===== config.mk =====
export PLATFORM = sky130hd
export DESIGN_NAME = multi_debounce
export DESIGN_NICKNAME = d
export VERILOG_FILES = /design/src/rtl/multi_debounce_pkg.sv /design/src/rtl/db_channel.sv /design/src/rtl/multi_debounce.sv
export SDC_FILE = /design/constraint.sdc
export NUM_CORES = 1
export LEC_CHECK = 0
export ABC_AREA = 0
export CAP_MARGIN = 20
export CORE_UTILIZATION = 46
export DETAILED_ROUTE_END_ITERATION = 10
export GPL_TIMING_DRIVEN = 1
export PLACE_DENSITY = 0.73
export SYNTH_ARGS = -nofsm -noshare
export SYNTH_HDL_FRONTEND = slang
export SYNTH_SLANG_ARGS = --single-unit
export TNS_END_PERCENT = 10

===== constraint.sdc =====
create_clock -name CP_1KHz -period 1.4 [get_ports CP_1KHz]
set_clock_uncertainty 0.2 [all_clocks]
set_input_delay 0.28 -clock CP_1KHz [delete_from_list [all_inputs] [get_ports CP_1KHz]]
set_output_delay 0.28 -clock CP_1KHz [all_outputs]
set_load 0.01 [all_outputs]

===== src/rtl/multi_debounce_pkg.sv =====
// Shared types and defaults for the multi-channel button debouncer.
// Holds the repeat FSM state encoding and a constant max() helper.
package multi_debounce_pkg;

  typedef enum logic [1:0] {
    REL  = 2'd0,
    HELD = 2'd1,
    RPT  = 2'd2
  } rpt_state_e;

  localparam int DEF_N_CH       = 4;
  localparam int DEF_STABLE_CYC = 16;
  localparam int DEF_HOLD_CYC   = 1000;
  localparam int DEF_REPEAT_CYC = 200;

  function automatic int max(input int a, input int b);
    return (a > b) ? a : b;
  endfunction

endpackage


===== src/rtl/db_channel.sv =====
// One debounce channel: 2-flop synchronizer, stable counter, press/release pulses,
// and (with MULTI_DEBOUNCE_REPEAT_EN) a hold/auto-repeat FSM.
module db_channel
  import multi_debounce_pkg::*;
#(
  parameter int STABLE_CYC = DEF_STABLE_CYC
`ifdef MULTI_DEBOUNCE_REPEAT_EN
  ,
  parameter int HOLD_CYC   = DEF_HOLD_CYC,
  parameter int REPEAT_CYC = DEF_REPEAT_CYC
`endif
) (
  input  logic clk,
  input  logic rst,
  input  logic raw_in,
  output logic level_o,
  output logic press_o,
  output logic release_o,
  output logic rpt_o
);

  localparam int SCNT_W = $clog2(STABLE_CYC);
  localparam logic [SCNT_W-1:0] STABLE_LAST = SCNT_W'(STABLE_CYC - 1);

  logic              sync1_q, sync1_d;
  logic              sync2_q, sync2_d;
  logic [SCNT_W-1:0] scnt_q, scnt_d;
  logic              level_q, level_d;
  logic              press_q, press_d;
  logic              release_q, release_d;

  always_comb begin
    sync1_d   = raw_in;
    sync2_d   = sync1_q;
    scnt_d    = '0;
    level_d   = level_q;
    press_d   = 1'b0;
    release_d = 1'b0;
    // Any cycle where the synced input agrees with the level restarts the count.
    if (sync2_q != level_q) begin
      if (scnt_q == STABLE_LAST) begin
        level_d   = sync2_q;
        press_d   = sync2_q;
        release_d = ~sync2_q;
      end else begin
        scnt_d = scnt_q + 1'b1;
      end
    end
  end

  always_ff @(posedge clk) begin
    if (rst) begin
      sync1_q   <= 1'b0;
      sync2_q   <= 1'b0;
      scnt_q    <= '0;
      level_q   <= 1'b0;
      press_q   <= 1'b0;
      release_q <= 1'b0;
    end else begin
      sync1_q   <= sync1_d;
      sync2_q   <= sync2_d;
      scnt_q    <= scnt_d;
      level_q   <= level_d;
      press_q   <= press_d;
      release_q <= release_d;
    end
  end

  assign level_o   = level_q;
  assign press_o   = press_q;
  assign release_o = release_q;

`ifdef MULTI_DEBOUNCE_REPEAT_EN
  localparam int HCNT_W = $clog2(max(HOLD_CYC, REPEAT_CYC));
  localparam logic [HCNT_W-1:0] HOLD_LAST   = HCNT_W'(HOLD_CYC - 1);
  localparam logic [HCNT_W-1:0] REPEAT_LAST = HCNT_W'(REPEAT_CYC - 1);

  rpt_state_e        state_q, state_d;
  logic [HCNT_W-1:0] hcnt_q, hcnt_d;
  logic              rpt_q, rpt_d;

  always_ff @(posedge clk) begin
    if (rst) begin
      state_q <= REL;
      hcnt_q  <= '0;
      rpt_q   <= 1'b0;
    end else begin
      state_q <= state_d;
      hcnt_q  <= hcnt_d;
      rpt_q   <= rpt_d;
    end
  end

  // Events come from the same-edge accept decisions so the FSM tracks btn_level exactly.
  always_comb begin
    state_d = state_q;
    hcnt_d  = hcnt_q;
    rpt_d   = 1'b0;
    case (state_q)
      REL: begin
        if (press_d) begin
          state_d = HELD;
          hcnt_d  = '0;
        end
      end
      HELD: begin
        if (release_d) begin
          state_d = REL;
          hcnt_d  = '0;
        end else if (hcnt_q == HOLD_LAST) begin
          state_d = RPT;
          hcnt_d  = '0;
          rpt_d   = 1'b1;
        end else begin
          hcnt_d = hcnt_q + 1'b1;
        end
      end
      RPT: begin
        if (release_d) begin
          state_d = REL;
          hcnt_d  = '0;
        end else if (hcnt_q == REPEAT_LAST) begin
          hcnt_d = '0;
          rpt_d  = 1'b1;
        end else begin
          hcnt_d = hcnt_q + 1'b1;
        end
      end
      default: begin
        state_d = REL;
        hcnt_d  = '0;
      end
    endcase
  end

  assign rpt_o = rpt_q;
`else
  assign rpt_o = 1'b0;
`endif

endmodule


===== src/rtl/multi_debounce.sv =====
// N_CH independent button debouncers with press/release pulses and optional auto-repeat.
// Auto-repeat is built only when MULTI_DEBOUNCE_REPEAT_EN is defined; otherwise btn_rpt is 0.
module multi_debounce
  import multi_debounce_pkg::*;
#(
  parameter int N_CH       = DEF_N_CH,
  parameter int STABLE_CYC = DEF_STABLE_CYC,
  parameter int HOLD_CYC   = DEF_HOLD_CYC,
  parameter int REPEAT_CYC = DEF_REPEAT_CYC
) (
  input  logic            CP_1KHz,
  input  logic            RST,
  input  logic [N_CH-1:0] btn_in,
  output logic [N_CH-1:0] btn_level,
  output logic [N_CH-1:0] btn_press,
  output logic [N_CH-1:0] btn_release,
  output logic [N_CH-1:0] btn_rpt
);

  if (N_CH < 1 || N_CH > 16) begin : g_bad_n_ch
    $error("multi_debounce: N_CH must be 1..16");
  end
  if (STABLE_CYC < 2 || STABLE_CYC > 256) begin : g_bad_stable
    $error("multi_debounce: STABLE_CYC must be 2..256");
  end
  if (HOLD_CYC < 2 || REPEAT_CYC < 2) begin : g_bad_repeat
    $error("multi_debounce: HOLD_CYC and REPEAT_CYC must be at least 2");
  end

  for (genvar i = 0; i < N_CH; i++) begin : g_ch
    db_channel #(
      .STABLE_CYC(STABLE_CYC)
`ifdef MULTI_DEBOUNCE_REPEAT_EN
      ,
      .HOLD_CYC  (HOLD_CYC),
      .REPEAT_CYC(REPEAT_CYC)
`endif
    ) u_ch (
      .clk      (CP_1KHz),
      .rst      (RST),
      .raw_in   (btn_in[i]),
      .level_o  (btn_level[i]),
      .press_o  (btn_press[i]),
      .release_o(btn_release[i]),
      .rpt_o    (btn_rpt[i])
    );
  end

endmodule


; After elaboration in Yosys (flattened, before gate mapping)
; Cells that the tools add are included.
[word_totals]
register_bits = 36
in_bits = 6
output_inout_bits = 16
[op_classes]
n_addsub = 4
eq_ne = 8
n_bitwise = 12
reduce_logical = 12
[op_table]
columns = cell, count
row1 = $reduce_or 3->1, 8
row2 = $add 4x1->4 const B, 4
row3 = $eq 4x4->1 const B, 4
row4 = $not 1->1, 12
row5 = $reduce_and 2->1, 4
row6 = $ne 1x1->1, 4

; Longest topological paths before layout
[logic_depth]
word_depth = 3
ltp_mapped = 4
mapped_depth_nobuf = 4

; Hierarchy
; From an unflattened synthesis, not the netlist that was laid out.
[unflattened]
hier_cells = 120
hier_area_um2 = 1281.2
[modules_own_cells]
columns = mod, n_inst, cells_each, area_per_inst_um2
row1 = db_channel, 4, 30, 320.3

; Worst setup path after synthesis
; OpenSTA, ideal clock, no wires.
[synth_path]
path_kind = reg2reg
from = register g_ch[1].u_ch.scnt_q[0]
to = register g_ch[1].u_ch.scnt_q[3]
setup_time_ns = 0.064
t_arrival_ns = 1.119
required_time_ns = 1.136
slack_ns = 0.017
path_stages_with_launch = 5
path_buffers = 0
cell_sequence = dfxtp_1 -> ha_1 -> nand3_1 -> or3b_1 -> nor2_1
[synth_between]
elab_chain_cells = 2
elab_cells_between_ends = 3
[synth_rtl]
columns = element, line_no
row1 = start: declaration, db_channel.sv:27  ; logic [SCNT_W-1:0] scnt_q, scnt_d;
row2 = start signal: assignment, db_channel.sv:62  ; scnt_q <= scnt_d;
row3 = branches (longest 2 deep; another with $add 4x1->4), --
; Several ways; the timed one is not identified.
; A chain may end at the register's enable or synchronous reset.

; Final worst setup path
; Ends and elaborated chain as after synthesis.

==> impl_results.md <==
* Die boundary height at 55.8 um
* Required arrival time at the worst endpoint at 1.46 ns
* Final period util at 0.978
* Share of post-route cells with drive strength above 1 at 0.257
* Seq cells post-synth at 36
* Count of flip-flops with a built-in enable after synthesis at 0
* Worst setup SP type: flip-flop
* Achievable frequency at 731 MHz
* Final design area excluding fillers at 1550 um^2
* Antenna cells at 0
* Relative area change from synthesis to final layout at 16.5%
* Area share of the largest cell type after synthesis at 0.540
* Static leakage at 0.689 nW
* Launch point of the worst reg-to-reg path: g_ch[1].u_ch.scnt_q[0]$_SDFF_PP0_
* Area of the die at 3120 um^2
* R2R setup slack at 0.03 ns
* Maximum vdd ir drop at 0.000874 V
* Worst Setup End Kind: flip-flop
* Fillers at 251
* Overflow left after global routing at 0
* Total area of multi-input combinational cells at 513 um^2
* Horizontal die dimension at 55.8 um
* Port Buf Inserts at 17
* Number of failing hold endpoints at the final stage at 0
* Cells after DPL at 168
* Total via count after detailed routing at 823
* Asr flop ratio synth at 0
* Wire per inst at 11.4 um
* Clock buffer count from CTS at 5
* Initial Util at 0.484
* Number of max-slew violations in the final report at 0
* Library cell with the largest summed area after synthesis: dfxtp_1
* Number of standard cells in the final layout excluding fillers at 175
* Outcome: finished, final reports clean
* Cell Pwr Density at 1090 nW/um^2
* Clock latency on the worst-skew pair at 0.33 ns
* Residual DRC at 0
* Final setup violation count at 0
* Synth area leaders: dfxtp_1 (54%), buf_4 (9.0%), xor2_1 (6.6%)
* Class of the most critical setup path: flip-flop to flip-flop
* Drt pass-1 iters at 4
* Clock root buffer master: clkbuf_4
* Nets at 154
* Largest net degree at the start of global routing at 19
* Post-route total power at 1.70 mW
* Dominant register cell in the synthesized netlist: dfxtp_1
* Max FO, Critical Path at 3
* Fin crit period at 1.37 ns
* Via density per instance at 4.70
* Global-route usage over all layers at 0.148
* Clock transition at the register clock pins on the worst setup and hold paths after CTS at 0.09 ns
* Worst Path Arrival at 1.43 ns
* Hold/Removal Path Class: flip-flop to flip-flop
* Vias in the first global route at 823
* Commonest cells in the synthesized netlist: dfxtp_1 (36), buf_4 (16), nor2_1 (16)
* Reported max-cap violation count at 0
* Syn Area/Cell at 10.4 um^2
* Total area of sequential cells at 728 um^2
* Post-route core utilization at 0.564
* Core Rows at 19
* Crit path from: g_ch[1].u_ch.scnt_q[0]$_SDFF_PP0_
* Post-synthesis sequential area ratio at 0.540
* 1st-iter DRT viols at 18
* Routed WL at 2.00 mm
* Placement Setup Slack at -0.229 ns
* Endpoint of the worst register-to-register path: g_ch[1].u_ch.scnt_q[3]$_SDFF_PP0_
* Synthesized cell area at 1330 um^2
* Instance count of the mapped netlist at 128
* Setup repair after global routing missed its margin: true
* Area of the placeable core at 2760 um^2
* Most frequent cell after synthesis: dfxtp_1
* Post-route antenna net violation count at 0
* Total of warnings raised by yosys at 0
* Num Clock Sinks at 36
* Longest Clk Path Bufs at 2
* Number of cells on the worst reg-to-reg path at 4
* Critical Path End: g_ch[1].u_ch.scnt_q[3]$_SDFF_PP0_
* Top-level port count at 22
* Area of placed instances at 1480 um^2
* Initial antenna violation count at 0
* Final Worst Setup Slack at 0.0315 ns
* Synth unique cells at 16
* First-pass GRT wire length at 3.47 mm
* Global placer's final weighted congestion at 0.728
* Detailed placement HPWL at 1.40 mm
* CTS H-Tree Depth at 2
* CTS tree: done
## placed cells by master (no fill, tap or decap)
cell type,n
conb_1,4
nor2_1,14
clkbuf_4,5
dfxtp_2,6
ha_1,3
dfxtp_1,30
nor3_1,1
ha_2,1
xnor2_1,2
inv_1,5
clkdlybuf4s50_1,5
clkbuf_8,2
nand3_1,11
nor2_2,2
clkdlybuf4s15_1,3
clkdlybuf4s15_2,2
mux2i_1,4
buf_4,7
nor2b_1,8
and3_1,3
clkbuf_2,4
xor2_1,10
nor4b_2,4
nor4b_1,4
buf_2,3
or3b_4,1
## area by class of cell
class / count / share of cell area
multi-input cells: 72 / 0.330
well taps: 31 / 0.0250
clock buffers: 7 / 0.0419
inverters: 5 / 0.0121
repair buffers: 24 / 0.122
flip-flops and latches: 36 / 0.469
## critical path, cell delays in order, from the launching register on
cell     delay [ns]
dfxtp_2        0.35
ha_2           0.19
nand3_1        0.08
or3b_4         0.40
nor2_2         0.10
## sequential cells by signal (all words and copies together), names as in the netlist
name and cells:
g_ch.u_ch.level_o 4, g_ch.u_ch.press_o 4, g_ch.u_ch.release_o 4, g_ch.u_ch.scnt_q 16, g_ch.u_ch.sync1_q 4, g_ch.u_ch.sync2_q 4
## cell families after synthesis
| logic type | Yosys count | share of synthesized area |
|---|---|---|
| other cells | 1 | 0.00281 |
| xor+xnor | 12 | 0.0788 |
| simple gates | 48 | 0.201 |
| fa+ha+maj | 4 | 0.0375 |
| flops | 36 | 0.540 |
| buf+inv | 23 | 0.110 |
| mux | 4 | 0.0300 |
## metal layers
metal | GRT usage | routed length (um)
met1 | 0.171 | 891
met3 | 0.0512 | 80
met2 | 0.232 | 974
met5 | 0 | 0
met4 | 0.0941 | 53
## how the worst min path moves through the flow
stage	cells after the start	startpoint	slack, ns	to
after floorplan	1	RST	0.15	g_ch[3].u_ch.sync1_q$_SDFF_PP0_
after global placement	1	g_ch[0].u_ch.sync1_q$_SDFF_PP0_	0.22	g_ch[0].u_ch.sync2_q$_SDFF_PP0_
after detailed placement	1	g_ch[3].u_ch.sync1_q$_SDFF_PP0_	0.23	g_ch[3].u_ch.sync2_q$_SDFF_PP0_
after CTS	1	g_ch[1].u_ch.scnt_q[0]$_SDFF_PP0_	0.22	g_ch[1].u_ch.scnt_q[0]$_SDFF_PP0_
after global routing	1	g_ch[1].u_ch.scnt_q[0]$_SDFF_PP0_	0.25	g_ch[1].u_ch.scnt_q[0]$_SDFF_PP0_
final	1	g_ch[1].u_ch.scnt_q[0]$_SDFF_PP0_	0.23	g_ch[1].u_ch.scnt_q[0]$_SDFF_PP0_
## stage by stage
stage | setup TNS (ns) | hold slack, ns
global placement | -1.61 | 0.216
finish | 0 | 0.227
floorplan | 0 | 0.152
global route | -0.103 | 0.250
CTS | 0 | 0.223
detailed placement | -2.85 | 0.229
## what timing repair did
item,CTS,global route
buffers inserted,0,0
pin swaps,1,0
resized for setup,32,18
setup endpoints to repair,14,20
hold buffers,0,0
## power breakdown
group | switching, mW | internal (mW)
Combinational | 0.0290 | 0.0291
Sequential | 0.00936 | 1.04
Clock | 0.310 | 0.285
No activity file was read; power rests on OpenSTA's default activity.
